**config.mk**
```make
export PLATFORM = sky130hd
export DESIGN_NAME = elevator_scan_ctrl
export DESIGN_NICKNAME = d
export VERILOG_FILES = /design/src/rtl/elevator_scan_ctrl_pkg.sv /design/src/rtl/elevator_scan_ctrl_scan_dir_sel.sv /design/src/rtl/elevator_scan_ctrl.sv
export SDC_FILE = /design/constraint.sdc
export NUM_CORES = 1
export LEC_CHECK = 0
export BUFFER_PORTS_ARGS = -buffer_cell sky130_fd_sc_hd__buf_2
export CORE_ASPECT_RATIO = 0.7
export CORE_MARGIN = 5
export CORE_UTILIZATION = 52
export CTS_CLUSTER_DIAMETER = 50
export DETAILED_ROUTE_END_ITERATION = 16
export GPL_ROUTABILITY_DRIVEN = 0
export PLACE_DENSITY = 0.75
export SETUP_SLACK_MARGIN = 0.5
export SKIP_CTS_REPAIR_TIMING = 1
export SLEW_MARGIN = 20
export SYNTH_ARGS = -nofsm -noshare
export SYNTH_HDL_FRONTEND = slang
export SYNTH_HIERARCHICAL = 1
export SYNTH_SLANG_ARGS = --single-unit
```
**constraint.sdc**
```tcl
create_clock -name clk -period 3.52 [get_ports clk]
set_clock_uncertainty 0.2 [all_clocks]
set_input_delay 0.704 -clock clk [delete_from_list [all_inputs] [get_ports clk]]
set_output_delay 0.704 -clock clk [all_outputs]
set_load 0.005 [all_outputs]
```
**src/rtl/elevator_scan_ctrl_pkg.sv**
```systemverilog
// -----------------------------------------------------------------------------
// elevator_pkg
// Shared types and helpers for the SCAN elevator controller.
//   car_state_t : controller states (IDLE, MOVE, OPEN, CLOSE, ESTOP)
//   dir_t       : travel direction (UP, DOWN)
//   width_of()  : counter/index width for a range of n values, never below 1
//   flip_dir()  : opposite travel direction
// -----------------------------------------------------------------------------
package elevator_pkg;

    typedef enum logic [2:0] {
        IDLE  = 3'd0,
        MOVE  = 3'd1,
        OPEN  = 3'd2,
        CLOSE = 3'd3,
        ESTOP = 3'd4
    } car_state_t;

    typedef enum logic {
        UP   = 1'b0,
        DOWN = 1'b1
    } dir_t;

    function automatic int width_of(input int n);
        return (n > 1) ? $clog2(n) : 1;
    endfunction

    function automatic dir_t flip_dir(input dir_t d);
        return (d == UP) ? DOWN : UP;
    endfunction

endpackage

```
**src/rtl/elevator_scan_ctrl_scan_dir_sel.sv**
```systemverilog
// -----------------------------------------------------------------------------
// scan_dir_sel
// Combinational SCAN helper: classifies the pending call bitmap relative to a
// floor and a direction.
//   pending_i       : latched call bitmap
//   current_floor_i : reference floor
//   dir_i           : reference direction
//   hit_here_o      : call pending at the reference floor
//   any_ahead_o     : call pending strictly beyond the floor in dir_i
//   any_behind_o    : call pending strictly behind the floor w.r.t. dir_i
// -----------------------------------------------------------------------------
module scan_dir_sel
    import elevator_pkg::*;
#(
    parameter int NUM_FLOORS = 5,
    parameter int FW         = 3
) (
    input  logic [NUM_FLOORS-1:0] pending_i,
    input  logic [FW-1:0]         current_floor_i,
    input  dir_t                  dir_i,
    output logic                  hit_here_o,
    output logic                  any_ahead_o,
    output logic                  any_behind_o
);

    logic above_s;
    logic below_s;

    // Split the bitmap into above / at / below the reference floor, then map onto the direction.
    always_comb begin
        above_s    = 1'b0;
        below_s    = 1'b0;
        hit_here_o = 1'b0;
        for (int i = 0; i < NUM_FLOORS; i++) begin
            if (FW'(i) > current_floor_i) begin
                above_s = above_s | pending_i[i];
            end else if (FW'(i) < current_floor_i) begin
                below_s = below_s | pending_i[i];
            end else begin
                hit_here_o = pending_i[i];
            end
        end
        if (dir_i == UP) begin
            any_ahead_o  = above_s;
            any_behind_o = below_s;
        end else begin
            any_ahead_o  = below_s;
            any_behind_o = above_s;
        end
    end

endmodule

```
**src/rtl/elevator_scan_ctrl.sv**
```systemverilog
// -----------------------------------------------------------------------------
// elevator_scan_ctrl
// Elevator car controller serving latched floor calls in SCAN order, with
// internal door timing, per-floor travel time and emergency stop.
// Optional build macro ELEV_OBSTRUCT_EN adds input door_obstruct, which holds
// the open timer and re-opens a closing door.
// Ports:
//   clk, reset        : clock, synchronous active-low reset
//   call_valid        : call strobe, call_floor qualifies it (out-of-range ignored)
//   emergency_stop    : level-sensitive halt
//   current_floor     : floor the car is at or last passed
//   moving_up/down    : motor commands
//   dooropen/close    : door commands
//   idle              : IDLE with nothing pending
//   pending           : latched call bitmap
// All outputs are registered.
// -----------------------------------------------------------------------------
module elevator_scan_ctrl
    import elevator_pkg::*;
#(
    parameter int  NUM_FLOORS        = 5,
    parameter int  TRAVEL_CYCLES     = 3,
    parameter int  DOOR_OPEN_CYCLES  = 4,
    parameter int  DOOR_CLOSE_CYCLES = 2,
    localparam int FW                = width_of(NUM_FLOORS)
) (
    input  logic                  clk,
    input  logic                  reset,
    input  logic                  call_valid,
    input  logic [FW-1:0]         call_floor,
    input  logic                  emergency_stop,
`ifdef ELEV_OBSTRUCT_EN
    input  logic                  door_obstruct,
`endif
    output logic [FW-1:0]         current_floor,
    output logic                  moving_up,
    output logic                  moving_down,
    output logic                  dooropen,
    output logic                  doorclose,
    output logic                  idle,
    output logic [NUM_FLOORS-1:0] pending
);

    localparam int TCW = width_of(TRAVEL_CYCLES);
    localparam int DCW = width_of((DOOR_OPEN_CYCLES > DOOR_CLOSE_CYCLES) ? DOOR_OPEN_CYCLES : DOOR_CLOSE_CYCLES);
    localparam logic [FW-1:0] TOP_FLOOR = FW'(NUM_FLOORS - 1);

    car_state_t            state_q, state_d;
    dir_t                  dir_q, dir_d;
    logic [FW-1:0]         floor_q, floor_d;
    logic [NUM_FLOORS-1:0] pending_q, pending_d;
    logic [TCW-1:0]        tcnt_q, tcnt_d;
    logic [DCW-1:0]        dcnt_q, dcnt_d;
    logic                  estop_from_move_q, estop_from_move_d;
    logic                  moving_up_q, moving_down_q, dooropen_q, doorclose_q, idle_q;
    logic                  moving_up_d, moving_down_d, dooropen_d, idle_d;

    logic                  call_ok_s, call_here_s, obstruct_s;
    logic [NUM_FLOORS-1:0] call_vec_s, open_mask_s;
    logic [FW-1:0]         step_floor_s;
    logic                  here_hit_s, here_ahead_s, here_behind_s;
    logic                  nxt_hit_s, nxt_ahead_s, nxt_behind_s;

`ifdef ELEV_OBSTRUCT_EN
    assign obstruct_s = door_obstruct;
`else
    assign obstruct_s = 1'b0;
`endif

    assign call_ok_s   = call_valid && ({1'b0, call_floor} < (FW + 1)'(NUM_FLOORS));
    assign call_vec_s  = call_ok_s ? (NUM_FLOORS'(1'b1) << call_floor) : {NUM_FLOORS{1'b0}};
    assign call_here_s = call_ok_s && (call_floor == floor_q);

    // Floor the car reaches when the current travel leg completes, clamped at the shaft ends.
    always_comb begin
        if (dir_q == UP) begin
            step_floor_s = (floor_q == TOP_FLOOR) ? floor_q : floor_q + FW'(1);
        end else begin
            step_floor_s = (floor_q == FW'(0)) ? floor_q : floor_q - FW'(1);
        end
    end

    // SCAN view at the present floor (IDLE decisions).
    scan_dir_sel #(.NUM_FLOORS(NUM_FLOORS), .FW(FW)) u_scan_here (
        .pending_i       (pending_q),
        .current_floor_i (floor_q),
        .dir_i           (dir_q),
        .hit_here_o      (here_hit_s),
        .any_ahead_o     (here_ahead_s),
        .any_behind_o    (here_behind_s)
    );

    // SCAN view at the floor being arrived at, so arrival and door opening share one edge.
    scan_dir_sel #(.NUM_FLOORS(NUM_FLOORS), .FW(FW)) u_scan_next (
        .pending_i       (pending_q),
        .current_floor_i (step_floor_s),
        .dir_i           (dir_q),
        .hit_here_o      (nxt_hit_s),
        .any_ahead_o     (nxt_ahead_s),
        .any_behind_o    (nxt_behind_s)
    );

    // Next-state logic for the car FSM, travel counter and door timer.
    always_comb begin
        state_d           = state_q;
        dir_d             = dir_q;
        floor_d           = floor_q;
        tcnt_d            = tcnt_q;
        dcnt_d            = dcnt_q;
        estop_from_move_d = estop_from_move_q;
        if (emergency_stop) begin
            // Origin is captured only on entry; travel counter stays frozen.
            state_d = ESTOP;
            if (state_q != ESTOP) begin
                estop_from_move_d = (state_q == MOVE);
            end else begin
                estop_from_move_d = estop_from_move_q;
            end
        end else begin
            case (state_q)
                IDLE: begin
                    if (here_hit_s) begin
                        state_d = OPEN;
                        dcnt_d  = {DCW{1'b0}};
                    end else if (here_ahead_s) begin
                        state_d = MOVE;
                        tcnt_d  = {TCW{1'b0}};
                    end else if (here_behind_s) begin
                        state_d = MOVE;
                        dir_d   = flip_dir(dir_q);
                        tcnt_d  = {TCW{1'b0}};
                    end else begin
                        state_d = IDLE;
                    end
                end
                MOVE: begin
                    if (tcnt_q == TCW'(TRAVEL_CYCLES - 1)) begin
                        tcnt_d  = {TCW{1'b0}};
                        floor_d = step_floor_s;
                        if (nxt_hit_s) begin
                            state_d = OPEN;
                            dcnt_d  = {DCW{1'b0}};
                        end else if (nxt_ahead_s) begin
                            state_d = MOVE;
                        end else if (nxt_behind_s) begin
                            // Also turns the car inward at the shaft ends.
                            dir_d = flip_dir(dir_q);
                        end else begin
                            state_d = IDLE;
                        end
                    end else begin
                        tcnt_d = tcnt_q + TCW'(1);
                    end
                end
                OPEN: begin
                    if (call_here_s || obstruct_s) begin
                        dcnt_d = {DCW{1'b0}};
                    end else if (dcnt_q == DCW'(DOOR_OPEN_CYCLES - 1)) begin
                        state_d = CLOSE;
                        dcnt_d  = {DCW{1'b0}};
                    end else begin
                        dcnt_d = dcnt_q + DCW'(1);
                    end
                end
                CLOSE: begin
                    if (call_here_s || obstruct_s) begin
                        state_d = OPEN;
                        dcnt_d  = {DCW{1'b0}};
                    end else if (dcnt_q == DCW'(DOOR_CLOSE_CYCLES - 1)) begin
                        state_d = IDLE;
                        dcnt_d  = {DCW{1'b0}};
                    end else begin
                        dcnt_d = dcnt_q + DCW'(1);
                    end
                end
                ESTOP: begin
                    if (estop_from_move_q) begin
                        state_d = MOVE;
                        tcnt_d  = {TCW{1'b0}};
                    end else begin
                        state_d = OPEN;
                        dcnt_d  = {DCW{1'b0}};
                    end
                end
                default: begin
                    state_d = IDLE;
                end
            endcase
        end
    end

    // Being in OPEN keeps the served floor's bit clear, absorbing same-cycle calls to it.
    assign open_mask_s   = (state_d == OPEN) ? (NUM_FLOORS'(1'b1) << floor_d) : {NUM_FLOORS{1'b0}};
    assign pending_d     = (pending_q | call_vec_s) & ~open_mask_s;

    assign moving_up_d   = (state_d == MOVE) && (dir_d == UP);
    assign moving_down_d = (state_d == MOVE) && (dir_d == DOWN);
    assign dooropen_d    = (state_d == OPEN) || ((state_d == ESTOP) && !estop_from_move_d);
    assign idle_d        = (state_d == IDLE) && (pending_d == {NUM_FLOORS{1'b0}});

    // State, counters and registered outputs.
    always_ff @(posedge clk) begin
        if (!reset) begin
            state_q           <= IDLE;
            dir_q             <= UP;
            floor_q           <= {FW{1'b0}};
            pending_q         <= {NUM_FLOORS{1'b0}};
            tcnt_q            <= {TCW{1'b0}};
            dcnt_q            <= {DCW{1'b0}};
            estop_from_move_q <= 1'b0;
            moving_up_q       <= 1'b0;
            moving_down_q     <= 1'b0;
            dooropen_q        <= 1'b0;
            doorclose_q       <= 1'b1;
            idle_q            <= 1'b1;
        end else begin
            state_q           <= state_d;
            dir_q             <= dir_d;
            floor_q           <= floor_d;
            pending_q         <= pending_d;
            tcnt_q            <= tcnt_d;
            dcnt_q            <= dcnt_d;
            estop_from_move_q <= estop_from_move_d;
            moving_up_q       <= moving_up_d;
            moving_down_q     <= moving_down_d;
            dooropen_q        <= dooropen_d;
            doorclose_q       <= !dooropen_d;
            idle_q            <= idle_d;
        end
    end

    assign current_floor = floor_q;
    assign pending       = pending_q;
    assign moving_up     = moving_up_q;
    assign moving_down   = moving_down_q;
    assign dooropen      = dooropen_q;
    assign doorclose     = doorclose_q;
    assign idle          = idle_q;

endmodule

```
# After elaboration in Yosys (flattened, before gate mapping)
# Index checks and enable logic that the tools add are counted.
# W data, S select, Z words.
dict set report word_totals {
  reg_bits 22
  inputBits 7
  wordCells 200
}
dict set report op_classes {
  addsub 4
  n_lt_le_gt_ge 21
  eq_ne 20
  shifts 2
  n_mux 103
  bitwise 21
  n_reduce_logical 17
}
# op n
set ops {}
lappend ops {{$mux W1} 67}
lappend ops {{$mux W3} 15}
lappend ops {{$mux W2} 15}
lappend ops {{$or A1 B1 Y1} 16}
lappend ops {{$pmux W3 S5} 1}
lappend ops {{$gt A1 B3 Y1 const A} 4}
lappend ops {{$gt A2 B3 Y1 const A} 4}
lappend ops {{$lt A1 B3 Y1 const A} 4}
lappend ops {{$lt A2 B3 Y1 const A} 4}
lappend ops {{$mux W5} 2}
lappend ops {{$ne A2 B2 Y1 const B} 5}
lappend ops {{$pmux W2 S5} 1}
lappend ops {{$shl A1 B3 Y5 const A} 2}
lappend ops {{$eq A3 B2 Y1 const B} 3}
lappend ops {{$eq A3 B3 Y1 const B} 3}
lappend ops {{$logic_not A3 Y1} 3}
lappend ops {{$eq A3 B1 Y1 const B} 2}
lappend ops {{$gt A3 B3 Y1 const A} 2}
lappend ops {{$logic_and A1 B1 Y1} 6}
lappend ops {{$lt A3 B3 Y1 const A} 2}
lappend ops {{$ne A3 B3 Y1 const B} 2}
lappend ops {{$pmux W2 S3} 1}
lappend ops {{$reduce_and A6 Y1} 1}
lappend ops {{$and A5 B5 Y5} 1}
lappend ops {{other kinds (18)} 22}

# Longest topological paths before layout
dict set report logic_depth {
  ltp_word 31
  mapped_depth 15
}

# Hierarchy
# The synthesis kept the hierarchy.
# module n_inst cells_each area_each_um2 seq_area_each_um2
set by_module_without_submodules {}
lappend by_module_without_submodules {elevator_scan_ctrl 1 162 1336.3 440.4}
lappend by_module_without_submodules {scan_dir_sel 2 21 150.1 0.0}

# Worst setup path after synthesis
# Ideal clock, no wire load.
dict set report synth_path {
  kind {register to register}
  start {register floor_q[0] (netlist: current_floor[0])}
  end {register pending_q[2] (netlist: pending[2])}
  setup_time_ps 141
  arrival_time_ps 2982
  t_required_ps 3179
  setup_slack_ps 197
  path_stages_with_launch 14
  period_less_slack_ps 3323
  cell_sequence {dfxtp_1 -> inv_1 -> ha_1 -> nand2b_1 -> mux4_2 -> buf_2 -> o211a_1 -> a211oi_1 -> a32oi_1 -> nor3_1 -> o32a_1 -> o21ai_2 -> nor4_2 -> a31oi_1}
}
dict set report synth_via {
  word_cells_on_any_way 118
  cone_classes {2 x add/sub; 20 x order compare; 3 x eq/ne; 1 x shift; 72 x mux; 18 x bitwise; 2 x reduce/logical}
}
# item line_no
set synth_rtl {}
lappend synth_rtl {{from (decl)} elevator_scan_ctrl.sv:50} ;# logic [FW-1:0] floor_q, floor_d;
lappend synth_rtl {{from (signal assigned)} elevator_scan_ctrl.sv:206} ;# floor_q <= {FW{1'b0}};
lappend synth_rtl {{from (signal assigned)} elevator_scan_ctrl.sv:219} ;# floor_q <= floor_d;
lappend synth_rtl {{$add A3 B1 Y3, or another cell as far along} elevator_scan_ctrl.sv:77} ;# step_floor_s = (floor_q == TOP_FLOOR) ? floor_q : floor_q + FW'(1);
lappend synth_rtl {{$mux W3 (on tied branches)} {elevator_scan_ctrl.sv:77, elevator_scan_ctrl.sv:79}}
lappend synth_rtl {{$mux W3 *} elevator_scan_ctrl.sv:76} ;# if (dir_q == UP) begin
lappend synth_rtl {{via step_floor_s[2]} elevator_scan_ctrl.sv:60} ;# logic [FW-1:0] step_floor_s;
lappend synth_rtl {{$lt A1 B3 Y1} elevator_scan_ctrl_scan_dir_sel.sv:37} ;# end else if (FW'(i) < current_floor_i) begin
lappend synth_rtl {{$mux W1} elevator_scan_ctrl_scan_dir_sel.sv:37}
lappend synth_rtl {{$mux W1} elevator_scan_ctrl_scan_dir_sel.sv:35} ;# if (FW'(i) > current_floor_i) begin
lappend synth_rtl {{$or A1 B1 Y1} elevator_scan_ctrl_scan_dir_sel.sv:38} ;# below_s = below_s | pending_i[i];
lappend synth_rtl {{[... 12 more ...]} -}
lappend synth_rtl {{via nxt_ahead_s} elevator_scan_ctrl.sv:62} ;# logic nxt_hit_s, nxt_ahead_s, nxt_behind_s;
lappend synth_rtl {{[... 1 more ...]} -}
lappend synth_rtl {{$mux W3 *} elevator_scan_ctrl.sv:140} ;# if (nxt_hit_s) begin
lappend synth_rtl {{$mux W3 *} elevator_scan_ctrl.sv:137} ;# if (tcnt_q == TCW'(TRAVEL_CYCLES - 1)) begin
lappend synth_rtl {{$pmux W3 S5 *} elevator_scan_ctrl.sv:120} ;# case (state_q)
lappend synth_rtl {{$mux W3 *} elevator_scan_ctrl.sv:111} ;# if (emergency_stop) begin
lappend synth_rtl {{$eq A3 B2 Y1 *} elevator_scan_ctrl.sv:193} ;# assign open_mask_s = (state_d == OPEN) ? (NUM_FLOORS'(1'b1) << floor_d) : {NUM_FLOORS{1'b0}};
lappend synth_rtl {{$mux W5 *} elevator_scan_ctrl.sv:193}
lappend synth_rtl {{$not A5 Y5 *} elevator_scan_ctrl.sv:194} ;# assign pending_d = (pending_q | call_vec_s) & ~open_mask_s;
lappend synth_rtl {{$and A5 B5 Y5 *} elevator_scan_ctrl.sv:194}
lappend synth_rtl {{to (signal assigned)} elevator_scan_ctrl.sv:207} ;# pending_q <= {NUM_FLOORS{1'b0}};
lappend synth_rtl {{to (signal assigned)} elevator_scan_ctrl.sv:220} ;# pending_q <= pending_d;
lappend synth_rtl {{to (decl)} elevator_scan_ctrl.sv:51} ;# logic [NUM_FLOORS-1:0] pending_q, pending_d;
# The timed path passes the listed nets; every way through them passes the cells marked *.
# A chain may end at the register's enable or synchronous reset.

# Worst setup path after layout
dict set report layout_path {
  start {register floor_q[0] (netlist: current_floor[0])}
  end {register pending_q[3] (netlist: pending[3])}
}
# Same word-level chain as after synthesis.

==> impl_metrics.json <==
{
  "status": "finished clean",
  "grt_pass1_wl_mm": 6.996,
  "maxSlewHeadroom_pct": 54.60,
  "slew_violations": 0,
  "h-tree-depth": 1,
  "portBuffers": 19,
  "crit-reg2reg-capture": "pending[3]",
  "nNetsFinal": 247,
  "ant_nets": 0,
  "worstHoldStart": "dcnt_q[1]",
  "rsz0062_at_grt": "true",
  "drv_cap": 0,
  "syn2layout_area_growth_pct": 30.12,
  "insertion_delay_ps": 270,
  "period_needed_ps": 3177,
  "vdd_drop_max_mv": 0.3022,
  "cp_max_fo": 5,
  "setup_viol": 0,
  "ys_ff_latch": 22,
  "hpwl_mm": 2.922,
  "fmax_ghz": 0.3148,
  "wl_mm": 4.603,
  "drive_gt1_share_pct": 35.19,
  "grt_max_degree": 17,
  "start_util_pct": 53.06,
  "cp.arrival_ps": 3120,
  "syn_nets": 217,
  "reg2reg_depth": 12,
  "syn_inst": 204,
  "yosysSeqAreaShare_pct": 26.91,
  "overflow": 0,
  "dieHeight_um": 56.94,
  "pwr_density_cell_nw_per_um2": 284.9,
  "antenna_found_initial": 0,
  "tightestPinTransition_ps": 678.9,
  "final_common_cell": "nor2_1",
  "worstHoldPathType": "register to register",
  "die_w_um": 77.05,
  "crit_chain": "clkinvlp_4, ha_4, nand2b_4, mux4_2, o211a_1, a211oi_2, a32oi_2, nor3_2, o32a_1, o21ai_4, nor4_4, a31oi_1",
  "numCtsBuffers": 3,
  "final_cell_mix": "nor2_1, dfxtp_1, buf_2",
  "fin_setup_tns_ps": 0,
  "cts_tree": "yes",
  "async_flop_share_pct": 0,
  "wl_per_cell_um": 16.99,
  "power.leakage_uw": 0.0008375,
  "syn_area_sq_um": 1637,
  "synthFlopType": "dfxtp_1",
  "clockBufferDepth": 2,
  "rows": 17,
  "drc": 0,
  "initialDrtViolationCount": 121,
  "slowest_stage": "mux4_2",
  "clk_pin_slew_ps": 80,
  "cp_slowest_stage_delay_ps": 530,
  "grtUsageTotal_pct": 19.04,
  "ys_types": 53,
  "syn_area_per_cell_sq_um": 8.022,
  "dieArea_sq_um": 4387,
  "first_pass_iters": 4,
  "root_buffer": "clkbuf_8",
  "fill_cells": 243,
  "cts.sinks": 22,
  "yosysWarnings": 6,
  "antennaDiodeCount": 0,
  "worstHoldPathCells": 2,
  "holdPathEnd": "dcnt_q[1]",
  "num_io_pins": 20,
  "r2r_setup_slack_ps": 340,
  "post-route-period-util_pct": 90.25,
  "synth_edf_count": 0,
  "crit_type": "register to register",
  "cp_data_required_time_ps": 3460,
  "coreArea_sq_um": 3084,
  "hold_slack_ps": 309.5,
  "vias_per_cell": 6.255,
  "endpoint_kind": "register",
  "finalHoldViolCount": 0,
  "reg2reg_from": "current_floor[0]",
  "startpoint_type": "register",
  "grt_pass1_vias": 1481,
  "vias": 1695
}
## cell usage after synthesis (all sizes together) (3+ instances only)
master / number / area share, %
and3: 3 / 1.1
nor2: 25 / 5.7
ha: 6 / 4.6
nor2b: 7 / 2.7
a32oi: 5 / 2.7
nand2: 12 / 2.8
o21ai: 15 / 4.8
nor3: 13 / 4.7
inv: 14 / 3.2
mux4: 3 / 4.1
mux2i: 3 / 1.8
a211oi: 5 / 2.6
xnor2: 5 / 2.7
nand2b: 4 / 2.0
dfxtp: 22 / 27
a31oi: 4 / 1.9
buf: 5 / 1.5
clkbuf: 3 / 0.69
a21oi: 11 / 3.4
## area by class of cell
| type | instances | area [sq um] | share of cell area, % |
|---|---|---|---|
| well taps | 38 | 47.55 | 2.233 |
| multi-input cells | 161 | 1309 | 61.46 |
| inverters | 14 | 56.30 | 2.644 |
| flip-flops and latches | 22 | 449.2 | 21.09 |
| repair buffers | 32 | 196.4 | 9.224 |
| clock inverters | 1 | 30.03 | 1.410 |
| clock buffers | 3 | 41.29 | 1.939 |
## sequential cells by signal (all words and copies together) (netlist names)
register and flops:
tcnt_q 2, moving_down 1, dooropen 1, dcnt_q 2, pending 5, doorclose 1, moving_up 1, estop_from_move_q 1
dir_q 1, idle 1, state_q 3, current_floor 3
## worst max-delay path by stage
stage	start	to	slack (ps)
6_report	current_floor[0]	pending[3]	340
5_1_grt	current_floor[0]	pending[2]	180
4_1_cts	current_floor[1]	idle	20
3_5_place_dp	current_floor[1]	dooropen	110
3_3_place_gp	current_floor[1]	dooropen	150
2_1_floorplan	current_floor[0]	dooropen	510
## routing by layer
metal	share of wire [%]	vias to the layer above	routed length (um)	GRT usage (%)
li1	-	810	-	-
met1	46	818	2135	28.74
met2	46	61	2119	27.69
met3	6.4	6	296	4.259
met4	1.1	0	51	4.167
met5	0	-	0	0
## stage by stage
stage / power [uW] / setup WS [ps] / cells / utilization [%] / cell area, sq um
5_1_grt: 629.4 / 182.1 / 271 / 69.05 / 2130
6_report: 606.8 / 343.3 / 271 / 69.05 / 2130
3_5_place_dp: 349.0 / 105.2 / 255 / 57.44 / 1772
4_1_cts: 594.1 / 22.66 / 259 / 59.76 / 1843
3_3_place_gp: 348.1 / 149.5 / 255 / 57.44 / 1772
2_1_floorplan: 327.3 / 506.7 / 204 / - / 1650
## kinds of logic (layout without fill, tap and decap cells)
group	after synthesis	after routing	share of synthesized area, %
AOI/OAI and AO/OA	59	59	25.76
DFF	22	22	26.91
muxes	7	8	6.651
xor gates and xnor gates	7	7	3.746
and+or+nand+nor	81	81	26.91
adders and majority gates	6	6	4.587
buffers and inverters	22	50	5.428
## power by group
part / switching [uW] / internal, uW / total, uW
Sequential: 13.6 / 255 / 269
Combinational: 51.1 / 44.2 / 95.3
Clock: 90.9 / 152 / 243
## critical path: cells and delay by family (launching register included)
kind | cells | cell delay, ps
buf+inv | 1 | 130
fa+ha+maj | 1 | 210
flops | 1 | 380
mux | 1 | 530
compound gates | 6 | 960
simple gates | 3 | 630
No activity file was read; power rests on OpenSTA's default activity.
